$ cat config.mk
export PLATFORM = sky130hd
export DESIGN_NAME = bcd_counter_chain_flat
export DESIGN_NICKNAME = d
export VERILOG_FILES = /design/src/rtl/bcd_counter_chain_pkg.sv /design/src/rtl/bcd_counter_chain_if.sv /design/src/rtl/bcd_counter_chain_digit_cell.sv /design/src/rtl/bcd_counter_chain.sv /design/src/flat_wrapper.sv
export SDC_FILE = /design/constraint.sdc
export NUM_CORES = 1
export LEC_CHECK = 0
export BUFFER_PORTS_ARGS = -buffer_cell sky130_fd_sc_hd__buf_4
export CAP_MARGIN = 20
export CORE_MARGIN = 1
export CORE_UTILIZATION = 25
export DETAILED_ROUTE_END_ITERATION = 6
export PLACE_DENSITY = 0.44
export SLEW_MARGIN = 15
export SYNTH_ARGS = -nofsm -noshare
export SYNTH_HDL_FRONTEND = slang
export SYNTH_SLANG_ARGS = --single-unit
$ cat constraint.sdc
create_clock -name Clk -period 1.4 [get_ports Clk]
set_input_delay 0.21 -clock Clk [delete_from_list [all_inputs] [get_ports Clk]]
set_output_delay 0.21 -clock Clk [all_outputs]
set_load 0.01 [all_outputs]
$ cat src/rtl/bcd_counter_chain_pkg.sv
// Shared constants and digit-indexing helper for the cascaded BCD counter.
package bcd_counter_chain_pkg;

    localparam int DIGIT_W = 4;

    // Bit offset of digit k inside a packed multi-digit vector.
    function automatic int digit_lsb(input int k);
        return DIGIT_W * k;
    endfunction

endpackage

$ cat src/rtl/bcd_counter_chain_if.sv
// Control and count bus between an enable source and the counter chain.
interface bcd_counter_chain_if
    import bcd_counter_chain_pkg::*;
#(
    parameter int DIGITS = 3
);
    logic                      Clear;
    logic                      Load;
    logic [DIGIT_W*DIGITS-1:0] LoadVal;
    logic                      CountEn;
    logic                      Up;
    logic [DIGIT_W*DIGITS-1:0] COut;
    logic                      Carry;
    logic                      Ovf;

    modport master (
        output Clear, Load, LoadVal, CountEn, Up,
        input  COut, Carry, Ovf
    );

    modport slave (
        input  Clear, Load, LoadVal, CountEn, Up,
        output COut, Carry, Ovf
    );
endinterface

$ cat src/rtl/bcd_counter_chain_digit_cell.sv
// One digit register: clear/load/count with wrap at DIGIT_MAX in both directions.
module digit_cell
    import bcd_counter_chain_pkg::*;
#(
    parameter int DIGIT_MAX = 9
) (
    input  logic               Clk,
    input  logic               nReset,
    input  logic               Clear,
    input  logic               Load,
    input  logic [DIGIT_W-1:0] LoadNib,
    input  logic               En,
    input  logic               Up,
    output logic [DIGIT_W-1:0] Q,
    output logic               AtMax,
    output logic               AtZero
);
    localparam logic [DIGIT_W-1:0] MAXV = DIGIT_W'(DIGIT_MAX);

    always_ff @(posedge Clk) begin
        if (!nReset) begin
            Q <= '0;
        end else if (Clear) begin
            Q <= '0;
        end else if (Load) begin
            // Out-of-range nibbles are clamped so illegal digit states never exist.
            Q <= (LoadNib > MAXV) ? MAXV : LoadNib;
        end else if (En) begin
            if (Up)
                Q <= AtMax ? '0 : Q + 4'd1;
            else
                Q <= AtZero ? MAXV : Q - 4'd1;
        end
    end

    assign AtMax  = (Q == MAXV);
    assign AtZero = (Q == '0);

endmodule

$ cat src/rtl/bcd_counter_chain.sv
// Multi-digit cascaded up/down counter with wrap/saturate, carry pulse and sticky overflow.
module bcd_counter_chain
    import bcd_counter_chain_pkg::*;
#(
    parameter int DIGITS    = 3,
    parameter int DIGIT_MAX = 9,
    parameter int SATURATE  = 0
) (
    input logic                   Clk,
    input logic                   nReset,
    bcd_counter_chain_if.slave    bus
);
    logic [DIGITS:0]           chain;
    logic [DIGITS-1:0]         at_max;
    logic [DIGITS-1:0]         at_zero;
    logic [DIGITS-1:0]         dig_en;
    logic [DIGIT_W*DIGITS-1:0] count;
    logic                      term;
    logic                      hold;
    logic                      carry_r;
    logic                      ovf_r;

    // Ripple-enable: a digit moves only when every lower digit is at its roll point.
    assign chain[0] = bus.CountEn;
    assign term     = chain[DIGITS];
    assign hold     = (SATURATE != 0) && term;

    for (genvar k = 0; k < DIGITS; k++) begin : g_digit
        assign chain[k+1] = chain[k] & (bus.Up ? at_max[k] : at_zero[k]);
        assign dig_en[k]  = chain[k] & ~hold;

        digit_cell #(
            .DIGIT_MAX (DIGIT_MAX)
        ) u_cell (
            .Clk     (Clk),
            .nReset  (nReset),
            .Clear   (bus.Clear),
            .Load    (bus.Load),
            .LoadNib (bus.LoadVal[digit_lsb(k) +: DIGIT_W]),
            .En      (dig_en[k]),
            .Up      (bus.Up),
            .Q       (count[digit_lsb(k) +: DIGIT_W]),
            .AtMax   (at_max[k]),
            .AtZero  (at_zero[k])
        );
    end

    always_ff @(posedge Clk) begin
        if (!nReset || bus.Clear || bus.Load) begin
            carry_r <= 1'b0;
            ovf_r   <= 1'b0;
        end else begin
            carry_r <= term;
            if (term)
                ovf_r <= 1'b1;
        end
    end

    assign bus.COut  = count;
    assign bus.Carry = carry_r;
    assign bus.Ovf   = ovf_r;

endmodule

$ cat src/flat_wrapper.sv
// flat-port wrapper written by rule: the top's interface ports become plain ports
module bcd_counter_chain_flat import bcd_counter_chain_pkg::*;
#(
    parameter int DIGITS    = 3,
    parameter int DIGIT_MAX = 9,
    parameter int SATURATE  = 0
)
  (Clk, nReset, bus_Clear, bus_Load, bus_LoadVal, bus_CountEn, bus_Up, bus_COut, bus_Carry, bus_Ovf);
  bcd_counter_chain_if #(.DIGITS(DIGITS)) bus_i ();
  input logic Clk;
  input logic nReset;
  input wire logic [$bits(bus_i.Clear)-1:0] bus_Clear;
  input wire logic [$bits(bus_i.Load)-1:0] bus_Load;
  input wire logic [$bits(bus_i.LoadVal)-1:0] bus_LoadVal;
  input wire logic [$bits(bus_i.CountEn)-1:0] bus_CountEn;
  input wire logic [$bits(bus_i.Up)-1:0] bus_Up;
  output wire logic [$bits(bus_i.COut)-1:0] bus_COut;
  output wire logic [$bits(bus_i.Carry)-1:0] bus_Carry;
  output wire logic [$bits(bus_i.Ovf)-1:0] bus_Ovf;
  assign bus_i.Clear = bus_Clear;
  assign bus_i.Load = bus_Load;
  assign bus_i.LoadVal = bus_LoadVal;
  assign bus_i.CountEn = bus_CountEn;
  assign bus_i.Up = bus_Up;
  assign bus_COut = bus_i.COut;
  assign bus_Carry = bus_i.Carry;
  assign bus_Ovf = bus_i.Ovf;
  bcd_counter_chain #(.DIGITS(DIGITS), .DIGIT_MAX(DIGIT_MAX), .SATURATE(SATURATE)) u_core (.Clk(Clk), .nReset(nReset), .bus(bus_i));
endmodule
==> results of run 1 <==
-- layout by cell type, fill, tap and decap left out, drive strengths merged, types with 3 or more instances in the layout --
master	count
a211oi	4
a31oi	3
o22ai	3
xnor2	4
inv	7
nand2b	4
a21oi	5
nor2b	7
nand3b	3
nand2	14
buf	70
dfxtp	14
or2	3
nor3	6
nand4	4
clkbuf	4
a221oi	4
nor2	11
o211ai	5
and3	4
o21ai	15
-- layout make-up --
| cell class | count | area [um^2] | share of cell area, % |
|---|---|---|---|
| Inverter | 7 | 26.3 | 1.33 |
| Sequential cell | 14 | 294 | 14.9 |
| Tap cell | 70 | 87.6 | 4.44 |
| Clock buffer | 4 | 55.1 | 2.79 |
| Timing Repair Buffer | 70 | 529 | 26.8 |
| Multi-Input combinational cell | 133 | 980 | 49.7 |
-- power by group --
group          switching, uW  internal, uW  leakage [uW]
clock network            177           250     0.0000288
logic                    206           217      0.000650
registers               22.5           415      0.000118
total                    406           882      0.000797
-- worst max-delay path: stages, from the launching register on --
cell	delay, ns
dfxtp_2	0.32
or4_4	0.57
o221ai_4	0.22
nor4b_2	0.08
o31ai_2	0.17
-- path summary, 6_finish.rpt --
| kind | slack, ns | to |
|---|---|---|
| max | -0.05 | u_core.g_digit[2].u_cell.Q[2] |
| min | 0.18 | u_core.g_digit[2].u_cell.Q[2] |
| max reg2reg | -0.05 | u_core.g_digit[2].u_cell.Q[2] |
| min reg2reg | 0.50 | u_core.bus.Ovf |
-- through the flow --
stage	setup WS, ns	area [um^2]
after global placement	-0.0673	1840
after CTS	-0.0153	1930
final	-0.0493	1970
after global routing	-0.0829	1970
after detailed placement	-0.0911	1840
after floorplan	-0.0360	1370
-- per-layer routing --
layer,up-vias,share of wire (%),GRT usage (%)
li1,757,-,-
met1,702,45,19.8
met2,29,50,27.5
met3,4,3.9,3.35
met4,0,1.1,2.94
met5,-,0,0
-- state kept, by name (all words and copies together) (netlist names) --
signal and flops:
u_core.g_digit.u_cell.Q 12, u_core.bus.Carry 1, u_core.bus.Ovf 1
-- what timing repair did --
item	CTS	global route
resized for setup	11	9
buffers inserted	0	0
setup endpoints to repair	5	11
gates cloned	0	0
pin swaps	4	2
-- logic make-up (layout without fill, tap and decap cells) --
family	count (synthesis)	count (layout)	share of synthesized area, %
AO/OA/AOI/OAI	57	57	32.4
flip-flops	14	14	21.3
buffers and inverters	26	81	10.4
XOR/XNOR	5	5	3.32
AND/OR/NAND/NOR	71	71	32.6
==> metrics.csv, run 1 <==
stage;metric;value;unit
status;status;complete, but fails checks;
status;violations;setup timing;
worst_setup_path;crit_arrival;1.62;ns
routing;drt-total-wl;4200;um
synthesis;yosysWarnings;0;
routing;viasPerCell;5.01;
global_routing;grt_pass1_vias;1412;
routing;dr.pass1.iters;4;
timing;finalCritPeriodShare;104;%
synthesis;synth-edff-count;0;
synthesis;syn_inst;173;
synthesis;ys_seq_elements;14;
worst_setup_path;endpoint_kind;register;
floorplan;die_h;74.6;um
worst_setup_path;worstReg2RegStart;u_core.g_digit[2].u_cell.Q[2];
synthesis;ys_types;56;
layout;syn2layout_area_growth;49.5;%
synthesis;synthTopCellsByArea;dfxtp_1 (21%), nand2_1 (4.0%), o21ai_0 (3.8%), nor2b_1 (3.3%), buf_2 (3.0%);
floorplan;fp-row-count;26;
timing;finalSetupTns;-0.0611;ns
cts;clockBufferDepth;2;
cts;htreeDepth;1;
run;cap_violations;0;
routing;drc_errors;0;
global_routing;overflow;0;
layout;fill_cells;560;
layout;utilization;38.6;%
cts;cts_tree;built;
floorplan;floorplan.initialDensity;25.8;%
timing;grt_setup_unrepaired;yes;
routing;drt_iter0_markers;109;
synthesis;avgSynthCellArea;7.62;um^2
timing;holdWs;0.177;ns
global_routing;antenna_found_initial;0;
timing;finalHoldViolations;0;
timing;worst_clock_skew;0.00504;ns
floorplan;die_area;5570;um^2
place;portBuffers;31;
cts;ctsHoldBuffers;0;
synthesis;ys_async_sr_fraction;0;%
timing;setup_viol;2;
routing;avgRoutedWirePerCell;14.1;um
timing;fin_ws;-0.0493;ns
layout;num_antenna_cells;0;
power;fin_total_pwr;1290;uW
routing;vias;1492;
place;gp_congestion;0.847;
worst_setup_path;reg2regPathDepth;4;
synthesis;synth_common_cells;dfxtp_1 (14), nand2_1 (14), nor2_1 (10), o21ai_0 (10), buf_2 (8);
power;powerDensity;653;nW/um^2
synthesis;syn_nets;191;
place;dpl.cell_count;294;
power;leakagePower;0.000797;uW
synthesis;synth_top_area_share;21.3;%
routing;ant_nets;0;
synthesis;ys_seq_area_share;21.3;%
cts;cts_root_buf;clkbuf_8;
power;peakVddDrop;0.445;mV
timing;worstMarginPinSlew;0.381;ns
worst_setup_path;crit_fanout;3;
worst_setup_path;crit_start;u_core.g_digit[2].u_cell.Q[2];
global_routing;grt_pass1_wl;6760;um
hold_path;hp-start;bus_LoadVal[10];
hold_path;holdPathStages;3;
cts;clkLatencyLatePin;0.26;ns
cts;cts_inserted_buffers;3;
floorplan;ioPinCount;32;
timing;maxSlewViolCount;0;
layout;drive_gt1_share;46.1;%
worst_setup_path;criticalPathCategory;register to register;
place;dp_hpwl;3150;um
synthesis;synth_area_leader_cell;dfxtp_1;
cts;clk_pin_slew_worst_paths;0.07;ns
cts;cts_sinks;14;
floorplan;die_w;74.6;um
hold_path;hold_path.class;input port to register;
synthesis;netlist_area;1320;um^2
worst_setup_path;cp-start-kind;register;
global_routing;grt_usage;15.7;%
timing;timing.fmax;690;MHz
timing;slew_headroom;74.3;%
synthesis;ys.flop_type;dfxtp_1;
layout;fin_cells;298;
timing;period_minus_slack;1.45;ns
layout;num-nets-final;247;
worst_setup_path;worstPathRequired;1.57;ns
floorplan;core_area;5110;um^2
global_routing;grt_max_degree;18;
Note: power is estimated with default switching activity, not from simulation.
==> inputs of run 2 (changes only) <==
Settings changed: GPL_TIMING_DRIVEN set to 1.
Clock period 1.4 ns to 1.25 ns, I/O delays scaled along.
==> run 2 against run 1 <==
Effect of this change:
- the run still ends with setup timing left
- die area unchanged
- hold slack improved by 0.0059 ns
- wire length decreased by 0.62%
- critical path type unchanged
==> metrics.csv, run 2 (synthesized netlist as in run 1, its figures left out) <==
stage;metric;value;unit;change
routing;met1_length;2040;um;+7.3%
run;cap_violations;0;;unchanged
floorplan;die_w;74.6;um;unchanged
layout;largest_reg_flops;12;;unchanged
place;dpl.cell_count;293;;-0.34%
routing;drc_errors;0;;unchanged
place;pre_cts_slack;-0.235;ns;-0.144 ns
routing;viasPerCell;5.02;;+0.19%
place;dp_hpwl;3230;um;+2.6%
layout;drive_gt1_share;47.9;%;+1.8 points
worst_setup_path;r2r_slack;-0.21;ns;-0.16 ns
floorplan;die_area;5570;um^2;unchanged
layout;multiInputGateArea;973;um^2;-0.64%
global_routing;overflow;0;;unchanged
routing;wl_met3;158;um;-2.5%
layout;fin_cells;304;;+2.0%
worst_setup_path;cp-start-kind;register;;
hold_path;hp-start;bus_LoadVal[10];;
place;placed_area;1840;um^2;+0.34%
worst_setup_path;crit_arrival;1.59;ns;-0.03 ns
worst_setup_path;endpoint_kind;register;;
timing;setup_viol;13;;+11
global_routing;grt_usage;16.5;%;+0.83 points
floorplan;floorplan.initialDensity;25.8;%;unchanged
layout;num_antenna_cells;0;;unchanged
routing;drt-total-wl;4170;um;-0.62%
power;leakagePower;0.000834;uW;+4.7%
power;powerDensity;713;nW/um^2;+9.2%
cts;htreeDepth;1;;unchanged
status;violations;setup timing;;
cts;cts_root_buf;clkbuf_8;;
floorplan;ioPinCount;32;;unchanged
power;peakVddDrop;0.493;mV;+11%
layout;final_cell_mix;buf_4 (70), nand2_1 (14), nor2_1 (8), o21ai_0 (8), dfxtp_2 (8);;
worst_setup_path;crit_start;u_core.g_digit[2].u_cell.Q[1];;
routing;vias;1525;;+2.2%
status;status;complete, but fails checks;;
global_routing;grt_pass1_wl;6980;um;+3.3%
routing;dr.pass1.iters;4;;unchanged
layout;num-nets-final;253;;+2.4%
power;fin_total_pwr;1450;uW;+13%
worst_setup_path;worstReg2RegStart;u_core.g_digit[2].u_cell.Q[1];;
layout;seqCellArea;298;um^2;+1.3%
layout;syn2layout_area_growth;54.2;%;
cts;cts_inserted_buffers;3;;unchanged
floorplan;fp-row-count;26;;unchanged
worst_setup_path;crit_fanout;3;;unchanged
routing;ant_nets;0;;unchanged
routing;drt_iter0_markers;112;;+2.8%
timing;worstMarginPinSlew;0.425;ns;+0.0444 ns
timing;finalHoldViolations;0;;unchanged
place;portBuffers;31;;unchanged
floorplan;die_h;74.6;um;unchanged
global_routing;grt_max_degree;13;;-5
layout;top_register;u_core.g_digit.u_cell.Q;;
cts;clkLatencyLatePin;0.25;ns;about the same
timing;timing.fmax;686;MHz;-0.53%
cts;clockBufferDepth;2;;unchanged
routing;wl_met2;1940;um;-6.8%
layout;stdcell_area;2030;um^2;+3.1%
cts;cts_tree;built;;
layout;fill_cells;524;;-6.4%
cts;clk_pin_slew_worst_paths;0.06;ns;about the same
timing;fin_ws;-0.207;ns;-0.158 ns
worst_setup_path;worstPathRequired;1.39;ns;-0.18 ns
place;gp_congestion;0.814;;-3.8%
timing;period_minus_slack;1.46;ns;+0.00767 ns
timing;grt_setup_unrepaired;yes;;
timing;finalSetupTns;-1.44;ns;-1.38 ns
floorplan;core_area;5110;um^2;unchanged
global_routing;antenna_found_initial;0;;unchanged
timing;slew_headroom;71.3;%;-3.0 points
timing;worst_clock_skew;0.00133;ns;-0.00371 ns
routing;avgRoutedWirePerCell;13.7;um;-2.6%
timing;maxSlewViolCount;0;;unchanged
timing;finalCritPeriodShare;117;%;+13 points
cts;cts_sinks;14;;unchanged
worst_setup_path;criticalPathCategory;register to register;;
layout;final_common_cell;buf_4;;
global_routing;grt_pass1_vias;1451;;+2.8%
hold_path;hold_path.class;input port to register;;
routing;top_layer;met4;;
run 2: repair_timing:
action                     4_1_cts  5_1_grt
buffers inserted                 4        3
pin swaps                       14        8
hold buffers                     0        0
setup endpoints to repair       12       14
resized for setup               13       10
cloned                           0        0
run 2: path summary, 6_finish.rpt:
| check | endpoint | cells past startpoint |
|---|---|---|
| hold / removal | u_core.g_digit[2].u_cell.Q[2] | 3 |
| hold reg to reg | u_core.bus.Ovf | 2 |
| setup reg to reg | u_core.g_digit[2].u_cell.Q[3] | 4 |
| setup / recovery | u_core.g_digit[2].u_cell.Q[3] | 4 |
run 2: per-layer routing:
layer	track usage [%]	vias up
li1	-	768
met1	23.1	721
met2	25.8	34
met3	3.75	2
met4	3.77	0
met5	0	-
run 2: layout make-up:
| cell class | instances | share of cell area [%] |
|---|---|---|
| Timing Repair Buffer | 76 | 29.2 |
| Multi-Input combinational cell | 133 | 47.9 |
| Tap cell | 70 | 4.31 |
| Inverter | 7 | 1.29 |
| Clock buffer | 4 | 2.71 |
| Sequential cell | 14 | 14.6 |
run 2: power breakdown:
group / switching [uW] / internal (uW)
logic: 238 / 262
registers: 24.1 / 464
clock network: 182 / 279
run 2: stage by stage:
stage / utilization, % / hold slack [ns]
2_1_floorplan: - / 0.306
3_3_place_gp: 36.1 / 0.424
3_5_place_dp: 36.1 / 0.439
4_1_cts: 38.7 / 0.178
5_1_grt: 39.8 / 0.186
6_report: 39.8 / 0.183
run 2: critical path, cell delays in order, from the launching register on:
cell and delay, ns:
dfxtp_2 0.33, or4_4 0.55, o21ai_2 0.08, a41oi_1 0.13
a211o_1 0.25
